--- config.mk ---
export PLATFORM = sky130hd
export DESIGN_NAME = cpu
export DESIGN_NICKNAME = d
export VERILOG_FILES = /design/src/rtl/cpu_pkg.sv /design/src/rtl/cpu_reg_file.sv /design/src/rtl/cpu.sv
export SDC_FILE = /design/constraint.sdc
export NUM_CORES = 2
export LEC_CHECK = 0
export BUFFER_PORTS_ARGS = -buffer_cell sky130_fd_sc_hd__buf_2
export CORE_ASPECT_RATIO = 1.4
export CORE_UTILIZATION = 30
export CTS_CLUSTER_SIZE = 8
export DETAILED_ROUTE_END_ITERATION = 8
export SLEW_MARGIN = 20
export SYNTH_ARGS = -nofsm -noshare
export SYNTH_HDL_FRONTEND = slang
export SYNTH_SLANG_ARGS = --single-unit
--- constraint.sdc ---
create_clock -name clk -period 8.7 [get_ports clk]
set_clock_uncertainty 0.2 [all_clocks]
set_input_delay 1.305 -clock clk [delete_from_list [all_inputs] [get_ports clk]]
set_output_delay 1.305 -clock clk [all_outputs]
set_load 0.02 [all_outputs]
--- src/rtl/cpu_pkg.sv ---
// Shared constants and types for the single-cycle RV32I core:
// opcodes, funct3/funct7 codes, ALU operations and the decoded control bundle.
package cpu_pkg;

    // Major opcodes
    localparam logic [6:0] OPC_LUI    = 7'b0110111;
    localparam logic [6:0] OPC_AUIPC  = 7'b0010111;
    localparam logic [6:0] OPC_JAL    = 7'b1101111;
    localparam logic [6:0] OPC_JALR   = 7'b1100111;
    localparam logic [6:0] OPC_BRANCH = 7'b1100011;
    localparam logic [6:0] OPC_LOAD   = 7'b0000011;
    localparam logic [6:0] OPC_STORE  = 7'b0100011;
    localparam logic [6:0] OPC_IMM    = 7'b0010011;
    localparam logic [6:0] OPC_REG    = 7'b0110011;

    // ALU funct3 codes (shared by OP and OP-IMM)
    localparam logic [2:0] F3_ADD  = 3'b000;
    localparam logic [2:0] F3_SLL  = 3'b001;
    localparam logic [2:0] F3_SLT  = 3'b010;
    localparam logic [2:0] F3_SLTU = 3'b011;
    localparam logic [2:0] F3_XOR  = 3'b100;
    localparam logic [2:0] F3_SR   = 3'b101;
    localparam logic [2:0] F3_OR   = 3'b110;
    localparam logic [2:0] F3_AND  = 3'b111;

    // Branch funct3 codes
    localparam logic [2:0] F3_BEQ  = 3'b000;
    localparam logic [2:0] F3_BNE  = 3'b001;
    localparam logic [2:0] F3_BLT  = 3'b100;
    localparam logic [2:0] F3_BGE  = 3'b101;
    localparam logic [2:0] F3_BLTU = 3'b110;
    localparam logic [2:0] F3_BGEU = 3'b111;

    // Word-size load/store and JALR funct3
    localparam logic [2:0] F3_WORD = 3'b010;
    localparam logic [2:0] F3_JALR = 3'b000;

    // funct7 variants
    localparam logic [6:0] F7_BASE = 7'b0000000;
    localparam logic [6:0] F7_ALT  = 7'b0100000;

    typedef enum logic [3:0] {
        ALU_ADD,
        ALU_SUB,
        ALU_SLL,
        ALU_SLT,
        ALU_SLTU,
        ALU_XOR,
        ALU_SRL,
        ALU_SRA,
        ALU_OR,
        ALU_AND,
        ALU_PASS_B
    } alu_op_e;

    // Decoded control for one instruction; all-zero means NOP.
    typedef struct packed {
        logic    reg_we;
        logic    mem_we;
        logic    load;
        logic    branch;
        logic    jal;
        logic    jalr;
        logic    a_pc;
        logic    b_imm;
        alu_op_e alu_op;
    } ctrl_t;

    // Branch condition for a conditional branch with the given funct3.
    function automatic logic branch_taken(input logic [2:0]  funct3,
                                          input logic [31:0] a,
                                          input logic [31:0] b);
        logic eq;
        logic lt;
        logic ltu;
        eq  = (a == b);
        lt  = ($signed(a) < $signed(b));
        ltu = (a < b);
        case (funct3)
            F3_BEQ:  return eq;
            F3_BNE:  return !eq;
            F3_BLT:  return lt;
            F3_BGE:  return !lt;
            F3_BLTU: return ltu;
            F3_BGEU: return !ltu;
            default: return 1'b0;
        endcase
    endfunction

endpackage

--- src/rtl/cpu_reg_file.sv ---
// 32 x 32-bit register file: two combinational read ports, one write port.
// x0 reads as zero and ignores writes; a same-cycle read returns the old value.
module reg_file
    import cpu_pkg::*;
(
    input  logic        clk,
    input  logic        reset_n,   // active-high synchronous reset
    input  logic        we,
    input  logic [4:0]  waddr,
    input  logic [31:0] wdata,
    input  logic [4:0]  raddr1,
    output logic [31:0] rdata1,
    input  logic [4:0]  raddr2,
    output logic [31:0] rdata2
);

    logic [31:0] registers [0:31];

    // Clear every register on reset, otherwise write one register per clock.
    // NOTE: the array is reset because software relies on all registers being
    // zero after reset; this keeps it in flops rather than a RAM macro.
    always_ff @(posedge clk) begin
        if (reset_n) begin
            for (int i = 0; i < 32; i++) begin
                // NOTE: non-blocking so every read this cycle sees the old value.
                registers[i] <= '0;
            end
        end else if (we && (waddr != 5'd0)) begin
            registers[waddr] <= wdata;
        end
    end

    // Combinational read ports; x0 is forced to zero.
    always_comb begin
        rdata1 = (raddr1 == 5'd0) ? 32'd0 : registers[raddr1];
        rdata2 = (raddr2 == 5'd0) ? 32'd0 : registers[raddr2];
    end

endmodule

--- src/rtl/cpu.sv ---
// Single-cycle RV32I core (CPI = 1). Instruction ROM and data RAM are external;
// both are read combinationally and the RAM writes on the edge ending an SW.
module cpu
    import cpu_pkg::*;
#(
    parameter logic [31:0] RESET_PC = 32'h0000_0000
) (
    input  logic        clk,
    input  logic        reset_n,      // active-high synchronous reset despite its name
    output logic [31:0] rom_addr,
    input  logic [31:0] instruction,
    output logic [31:0] mem_addr,
    output logic [31:0] mem_wr_data,
    output logic        mem_wr_sig,
    input  logic [31:0] mem_rd_data
);

    logic [31:0] pc_q;
    logic [31:0] pc_d;

    // Instruction fields
    logic [6:0]  opcode;
    logic [4:0]  rd;
    logic [2:0]  funct3;
    logic [4:0]  rs1;
    logic [4:0]  rs2;
    logic [6:0]  funct7;

    assign opcode = instruction[6:0];
    assign rd     = instruction[11:7];
    assign funct3 = instruction[14:12];
    assign rs1    = instruction[19:15];
    assign rs2    = instruction[24:20];
    assign funct7 = instruction[31:25];

    // Sign-extended immediates for every format
    logic [31:0] imm_i;
    logic [31:0] imm_s;
    logic [31:0] imm_b;
    logic [31:0] imm_u;
    logic [31:0] imm_j;

    assign imm_i = {{20{instruction[31]}}, instruction[31:20]};
    assign imm_s = {{20{instruction[31]}}, instruction[31:25], instruction[11:7]};
    assign imm_b = {{19{instruction[31]}}, instruction[31], instruction[7],
                    instruction[30:25], instruction[11:8], 1'b0};
    assign imm_u = {instruction[31:12], 12'b0};
    assign imm_j = {{11{instruction[31]}}, instruction[31], instruction[19:12],
                    instruction[20], instruction[30:21], 1'b0};

    ctrl_t       ctrl;
    logic [31:0] imm;
    logic [31:0] rs1_data;
    logic [31:0] rs2_data;
    logic [31:0] alu_a;
    logic [31:0] alu_b;
    logic [31:0] alu_y;
    logic [31:0] pc_plus4;
    logic [31:0] wb_data;
    logic        rf_we;
    logic        take_branch;

    // Decode: pick control and immediate; unsupported encodings fall out as NOP.
    always_comb begin
        // NOTE: defaults first so every path assigns every bit and no latch forms.
        ctrl        = '0;
        ctrl.alu_op = ALU_ADD;
        imm         = imm_i;
        case (opcode)
            OPC_LUI: begin
                ctrl.reg_we = 1'b1;
                ctrl.b_imm  = 1'b1;
                ctrl.alu_op = ALU_PASS_B;
                imm         = imm_u;
            end
            OPC_AUIPC: begin
                ctrl.reg_we = 1'b1;
                ctrl.a_pc   = 1'b1;
                ctrl.b_imm  = 1'b1;
                imm         = imm_u;
            end
            OPC_JAL: begin
                ctrl.reg_we = 1'b1;
                ctrl.jal    = 1'b1;
                imm         = imm_j;
            end
            OPC_JALR: begin
                if (funct3 == F3_JALR) begin
                    ctrl.reg_we = 1'b1;
                    ctrl.jalr   = 1'b1;
                    ctrl.b_imm  = 1'b1;
                end
            end
            OPC_BRANCH: begin
                imm         = imm_b;
                ctrl.branch = (funct3 != 3'b010) && (funct3 != 3'b011);
            end
            OPC_LOAD: begin
                if (funct3 == F3_WORD) begin
                    ctrl.reg_we = 1'b1;
                    ctrl.load   = 1'b1;
                    ctrl.b_imm  = 1'b1;
                end
            end
            OPC_STORE: begin
                imm = imm_s;
                if (funct3 == F3_WORD) begin
                    ctrl.mem_we = 1'b1;
                    ctrl.b_imm  = 1'b1;
                end
            end
            OPC_IMM: begin
                ctrl.reg_we = 1'b1;
                ctrl.b_imm  = 1'b1;
                case (funct3)
                    F3_ADD:  ctrl.alu_op = ALU_ADD;
                    F3_SLT:  ctrl.alu_op = ALU_SLT;
                    F3_SLTU: ctrl.alu_op = ALU_SLTU;
                    F3_XOR:  ctrl.alu_op = ALU_XOR;
                    F3_OR:   ctrl.alu_op = ALU_OR;
                    F3_AND:  ctrl.alu_op = ALU_AND;
                    F3_SLL: begin
                        if (funct7 == F7_BASE) ctrl.alu_op = ALU_SLL;
                        else                   ctrl.reg_we = 1'b0;
                    end
                    F3_SR: begin
                        if (funct7 == F7_BASE)     ctrl.alu_op = ALU_SRL;
                        else if (funct7 == F7_ALT) ctrl.alu_op = ALU_SRA;
                        else                       ctrl.reg_we = 1'b0;
                    end
                    default: ctrl.reg_we = 1'b0;
                endcase
            end
            OPC_REG: begin
                ctrl.reg_we = 1'b1;
                case ({funct7, funct3})
                    {F7_BASE, F3_ADD}:  ctrl.alu_op = ALU_ADD;
                    {F7_ALT,  F3_ADD}:  ctrl.alu_op = ALU_SUB;
                    {F7_BASE, F3_SLL}:  ctrl.alu_op = ALU_SLL;
                    {F7_BASE, F3_SLT}:  ctrl.alu_op = ALU_SLT;
                    {F7_BASE, F3_SLTU}: ctrl.alu_op = ALU_SLTU;
                    {F7_BASE, F3_XOR}:  ctrl.alu_op = ALU_XOR;
                    {F7_BASE, F3_SR}:   ctrl.alu_op = ALU_SRL;
                    {F7_ALT,  F3_SR}:   ctrl.alu_op = ALU_SRA;
                    {F7_BASE, F3_OR}:   ctrl.alu_op = ALU_OR;
                    {F7_BASE, F3_AND}:  ctrl.alu_op = ALU_AND;
                    default:            ctrl.reg_we = 1'b0;
                endcase
            end
            default: ;
        endcase
    end

    // ALU: operand muxes and the 32-bit wrap-around operation.
    always_comb begin
        alu_a = ctrl.a_pc  ? pc_q : rs1_data;
        alu_b = ctrl.b_imm ? imm  : rs2_data;
        case (ctrl.alu_op)
            ALU_ADD:    alu_y = alu_a + alu_b;
            ALU_SUB:    alu_y = alu_a - alu_b;
            ALU_SLL:    alu_y = alu_a << alu_b[4:0];
            ALU_SLT:    alu_y = {31'd0, $signed(alu_a) < $signed(alu_b)};
            ALU_SLTU:   alu_y = {31'd0, alu_a < alu_b};
            ALU_XOR:    alu_y = alu_a ^ alu_b;
            ALU_SRL:    alu_y = alu_a >> alu_b[4:0];
            ALU_SRA:    alu_y = $unsigned($signed(alu_a) >>> alu_b[4:0]);
            ALU_OR:     alu_y = alu_a | alu_b;
            ALU_AND:    alu_y = alu_a & alu_b;
            ALU_PASS_B: alu_y = alu_b;
            default:    alu_y = alu_a + alu_b;
        endcase
    end

    // Next PC, writeback selection and side-effect gating during reset.
    always_comb begin
        pc_plus4    = pc_q + 32'd4;
        take_branch = ctrl.branch && branch_taken(funct3, rs1_data, rs2_data);
        if (reset_n)                      pc_d = RESET_PC;
        else if (ctrl.jal || take_branch) pc_d = pc_q + imm;
        else if (ctrl.jalr)               pc_d = {alu_y[31:1], 1'b0};
        else                              pc_d = pc_plus4;

        if (ctrl.jal || ctrl.jalr) wb_data = pc_plus4;
        else if (ctrl.load)        wb_data = mem_rd_data;
        else                       wb_data = alu_y;

        rf_we      = ctrl.reg_we && !reset_n;
        mem_wr_sig = ctrl.mem_we && !reset_n;
    end

    assign rom_addr    = pc_q;
    assign mem_addr    = alu_y;
    assign mem_wr_data = rs2_data;

    // Program counter register.
    always_ff @(posedge clk) begin
        if (reset_n) pc_q <= RESET_PC;
        else         pc_q <= pc_d;
    end

    reg_file reg_file_inst (
        .clk    (clk),
        .reset_n(reset_n),
        .we     (rf_we),
        .waddr  (rd),
        .wdata  (wb_data),
        .raddr1 (rs1),
        .rdata1 (rs1_data),
        .raddr2 (rs2),
        .rdata2 (rs2_data)
    );

endmodule

# == Yosys cells after proc, flatten, opt, wreduce, memory -nomap -nowiden ==
# Memory sizes are Yosys's and may differ from the RTL's.
# Cells that the tools add are included.
# op_classes
bitwise,3
reduce_logical,23
n_shift,3
order_cmp,4
add_sub_neg,4
muxes,40
eq_ne,39
# op_table
cell,n
$pmux W32 S10,1
$mux W32,9
$lt A32 B32 Y1,4
$pmux W31 S4,1
$add A32 B32 Y32,2
$eq A10 B3 Y1 const B,4
$pmux W4 S9,1
$add A32 B3 Y32 const B,1
$and A32 B32 Y32,1
$eq A32 B32 Y1,1
$or A32 B32 Y32,1
$pmux W4 S8,1
$reduce_or A32 Y1,1
$shl A32 B5 Y32,1
$shr A32 B5 Y32,1
$sshr A32 B5 Y32,1
$sub A32 B32 Y32,1
$xor A32 B32 Y32,1
$eq A7 B6 Y1 const B,4
$eq A7 B7 Y1 const B,3
$eq A10 B2 Y1 const B,2
$eq A10 B9 Y1 const B,2
$mux W1,18
$eq A4 B3 Y1 const B,4
29 further kinds,50
# word_totals
out_inout_bits,97
n_memories,1
reg_bits,32
ramBits,1024
# mem_list
memory,depth,width,read_ports,rd_ports_with_merged_regs,write_ports,line,source
reg_file_inst.registers,32,32,2,0,32,cpu_reg_file.sv:17,logic [31:0] registers [0:31];

# == Depth between registers and ports, before layout ==
# depth
depth_word,12
depth_mapped,33

# == By module ==
# From an unflattened synthesis, not the netlist that was laid out.
# unflattened
hier_cells,6036
hier_area_um2,70710.3
# modules_own_cells
mod,instances,area_per_inst_um2,cells_each,seq_area_each_um2
reg_file,1,54611.1,3690,30749.5
cpu,1,16099.2,2346,640.6

# == Worst setup path after synthesis ==
# OpenSTA, ideal clock, no wires.
# synth_timing
kind,input to output
startpoint,in instruction[20]
endpoint,out mem_addr[27]
setup_slack_ps,-972
path_stages,27
n_path_buf,10
arrival_ps,8167
required_ps,7195
path_cell_list,buf_2 -> buf_6 -> buf_4 -> buf_4 -> buf_4 -> buf_2 -> buf_2 -> buf_2 -> buf_2 -> mux4_2 -> mux4_2 -> nand2_1 -> a21oi_1 -> nand2_1 -> a21boi_0 -> ha_1 -> clkbuf_1 -> o21ai_0 -> a21oi_1 -> a221o_1 -> a21o_1 -> a41o_1 -> a2111oi_0 -> o21bai_1 -> o21ai_0 -> a211oi_1 -> or3b_2
# synth_via
elab_chain_cells,5
elab_cells_between_ends,14
cone_classes,add/sub: 2; shift: 3; mux: 4; bitwise: 3; reduce/logical: 1; memory: 1
# synth_lines
item,line,source
start: declaration,cpu.sv:11,"input logic [31:0] instruction,"
$mem_v2 Z32 W32 or $logic_not A5 Y1 (tied branches),--,
$mux W32 *,cpu_reg_file.sv:36,rdata2 = (raddr2 == 5'd0) ? 32'd0 : registers[raddr2];
named net mem_wr_data[8],cpu.sv:13,"output logic [31:0] mem_wr_data,"
$mux W32 *,cpu.sv:157,alu_b = ctrl.b_imm ? imm : rs2_data;
$add A32 B32 Y32 or $sub A32 B32 Y32 (tied branches),"cpu.sv:159, cpu.sv:170, cpu.sv:160",
$pmux W32 S10 *,cpu.sv:158,case (ctrl.alu_op)
end: declaration,cpu.sv:12,"output logic [31:0] mem_addr,"
# Mark *: on every way through the listed nets, which the timed path passes. The rest lies on a longest branch.

# == Final worst setup path ==
# layout_timing
startpoint,in instruction[16]
endpoint,out mem_addr[0]
# layout_via
elab_chain_cells,5
elab_cells_between_ends,17
cone_classes,add/sub: 2; order compare: 2; shift: 3; mux: 5; bitwise: 3; reduce/logical: 1; memory: 1
# layout_lines
item,line,source
$mem_v2 Z32 W32 or $logic_not A5 Y1 (tied branches),--,
$mux W32,cpu_reg_file.sv:35,rdata1 = (raddr1 == 5'd0) ? 32'd0 : registers[raddr1];
$mux W32,cpu.sv:156,alu_a = ctrl.a_pc ? pc_q : rs1_data;
$add A32 B32 Y32 (tied with other cells),"cpu.sv:159, cpu.sv:170",
$pmux W32 S10 *,cpu.sv:158,
# Every way passes the cells marked *; elsewhere a longest branch is shown, timed or not.

==> impl_metrics.yaml <==
timing:
  slew_violations: 0
  hold_slack_ns: 0.449
  max_clock_freq_mhz: 117
  setup_viol: 0
  fin_crit_sh_pct: 98.6
  worst_pin_slew_ns: 1.11
  final-hold-violation-count: 0
  post-route-min-period_ns: 8.58
  maxSlewHeadroom_pct: 25.4
  grt_setup_unrepaired: "no"
  fin_setup_tns_ns: 0
  fin_ws_ns: 0.124
route:
  vias_per_cell: 6.18
  drtIter0Drc: 7447
  antenna_left: 0
  drt-wirelength-per-cell_um: 34.7
  drt-total-wl_um: 329000
  drc: 0
  vias: 58600
  drtPass1Iterations: 8
clock_tree:
  cts_root_buffer: "clkbuf_16"
  cts_tree: "done"
  clock_latency_ns: 0.83
  clock_path_buffers: 4
  clk_pin_slew_ns: 0.05
  h-tree-depth: 4
  cts_buffers: 158
  clkSinkCount: 1056
layout:
  ff_latch_area_sq_um: 31400
  synthToLayoutAreaGrowth_pct: 18.7
  fillers: 22100
  final_cell_mix: "1105 x nor2_1, 1024 x edfxtp_1, 586 x buf_4"
  fin_nets: 6656
  final_area_sq_um: 81000
  final_common_cell: "nor2_1"
  multiInputGateArea_sq_um: 34300
  drive_gt1_share_pct: 26.7
status:
  status: "finished clean"
global_route:
  antenna_found_initial: 18
  grt_overflow_total: 0
  grt_pass1_wl_um: 451000
  grt_pass1_vias: 58900
  grt_usage_pct: 27.9
  grt_max_degree: 65
place:
  dp_slack_ns: -0.624
  place_hpwl_um: 230000
  numPortBuffers: 162
  gp_congestion: 1.08
  place_area_sq_um: 76500
floorplanning:
  start_util_pct: 30.2
  die_h_um: 566
  core_sq_um: 226000
  die_w_um: 405
  io_pins: 163
  rows: 206
  die_area_sq_um: 229000
synthesis:
  synth_cell_types: 108
  synth_edf_count: 1024
  yosysTopAreaCell: "edfxtp_1"
  yosysTopAreaCellShare_pct: 45.1
  yosysSeqAreaShare_pct: 46.0
  avgSynthCellArea_sq_um: 11.4
  ys_seq_elements: 1056
  synth_cells: 5980
  yosys_warnings: 0
  syn_area_sq_um: 68200
  async_flop_share_pct: 0
  synthFlopType: "edfxtp_1"
  yosys-top-cells-area: "edfxtp_1 45%, mux4_2 16%, nor2_1 6.1%, ha_1 3.0%, mux2i_1 2.8%"
worst_setup_path:
  path_delay_family: "compound AO/OA/AOI/OAI gates"
  critical_path_arrival_ns: 7.07
  path_buf_inv: 6
  cp_data_required_time_ns: 7.19
  worstSetupPathType: "primary input to output port"
  end_kind: "output port"
  max_stage_delay_ns: 0.48
  crit_path_cell_trace: "buf_4 -> buf_12 -> mux4_2 -> nand2_1 -> nand4_1 -> a32oi_1 -> inv_1 -> ha_1 -> a21o_1 -> a21o_1 -> a21oi_1 -> o21ai_0 -> nand4_1 -> a21boi_2 -> buf_12 -> o21ai_0 -> a211oi_1 -> buf_4 -> o311a_1 -> a32oi_1 -> or3_1 -> buf_2"
  cp_slowest_cell: "buf_12"
  crit_fanout: 47
  crit_path_start: "instruction[16]"
  worstSetupStartpointType: "primary input"
  r2r-start: "reg_file_inst.registers[24][2]"
power:
  power_density_nw_per_um2: 208
  ir_worst_vdd_mv: 0.228
  p_leak_nw: 30.4
  power.total_mw: 16.9
worst_hold_path:
  hp-class: "flop to flop"
  min_from: "rom_addr[1]"
flow_run:
  maxCapViolCount: 0
[kinds of logic after synthesis]
group                    count (synthesis)  synth area share, %
buffers and inverters                  757                 5.03
XOR/XNOR                                84                 1.08
AO/OA/AOI/OAI                         1134                 11.8
flip-flops                            1056                 46.0
adder cells (fa/ha/maj)                164                 3.04
other                                    1              0.00550
multiplexers                           734                 20.0
AND/OR/NAND/NOR                       2050                 13.1
[final timing paths]
| kind | endpoint | cells past startpoint | slack (ns) |
|---|---|---|---|
| hold reg to reg | rom_addr[1] | 2 | 0.45 |
| hold / removal | rom_addr[1] | 2 | 0.45 |
| setup / recovery | mem_addr[0] | 22 | 0.12 |
| setup reg to reg | reg_file_inst.registers[30][0] | 23 | 1.84 |
[Yosys cell counts (all sizes together), types with 28 or more instances]
cell       n
dfxtp     32
nand2b    70
o22ai     63
xnor2     57
nor3     190
ha       161
o21ai    187
clkbuf   288
edfxtp  1024
mux4     496
o221ai    29
a21oi    240
o22a      28
a31oi     33
a22o      44
a211oi    65
inv      203
a21o      54
nand2    343
or3       29
nor2    1114
nand4     38
nand3    104
mux2i    195
buf      266
mux2      43
o211ai    36
a22oi     56
and3      45
[worst register-to-register path, cell delays in order, from the launching register on]
cell	delay [ns]
edfxtp_1	0.39
mux4_2	0.46
a22oi_1	0.23
nand4_1	0.39
a32oi_1	0.41
inv_1	0.11
ha_1	0.32
a21o_1	0.13
a21o_1	0.17
a21oi_1	0.10
o21ai_0	0.34
nand4_1	0.40
a21boi_2	0.30
buf_12	0.15
o21ai_0	0.10
a211oi_1	0.29
buf_4	0.17
o311a_1	0.29
a32oi_1	0.26
or3_1	0.43
nor2_1	0.35
o31a_1	0.22
buf_12	0.20
nor2_1	0.12
[report_power, final]
group / total, mW / switching [mW] / internal (mW)
combinational: 5.47 / 3.59 / 1.88
sequential: 5.86 / 0.103 / 5.76
clock: 5.54 / 2.24 / 3.30
[state kept, by name, indices dropped and copies added, names as in the netlist]
name                     count
reg_file_inst.registers   1024
rom_addr                    32
[metrics by stage]
| step | cells | utilization (%) |
|---|---|---|
| 2_1_floorplan | 6011 | - |
| 3_3_place_gp | 9278 | 33.9 |
| 3_5_place_dp | 9278 | 33.9 |
| 4_1_cts | 9465 | 35.8 |
| 5_1_grt | 9473 | 35.9 |
| 6_report | 9478 | 35.9 |
[metal layers]
metal	up-vias	GRT usage, %	part of all wire [%]
met5	-	0	0.0076
met2	4305	46.0	47
met3	1312	4.91	9.4
li1	23600	-	-
met1	29400	31.1	33
met4	4	24.1	10
[final cells by class]
cell class	count	share of cell area (%)
multi-input cells	4198	42.3
flip-flops and latches	1056	38.8
repair buffers	809	8.09
clock buffers	181	5.11
well taps	3016	4.66
inverters	203	0.941
clock inverters	6	0.113
diodes	9	0.0278
[repair_timing]
item,4_1_cts,5_1_grt
gates resized for setup,6,34
setup buffers,0,4
pin swaps,0,3
endpoints found under the setup margin,7,14
hold buffers,0,0
Note: power is estimated with default switching activity, not from simulation.
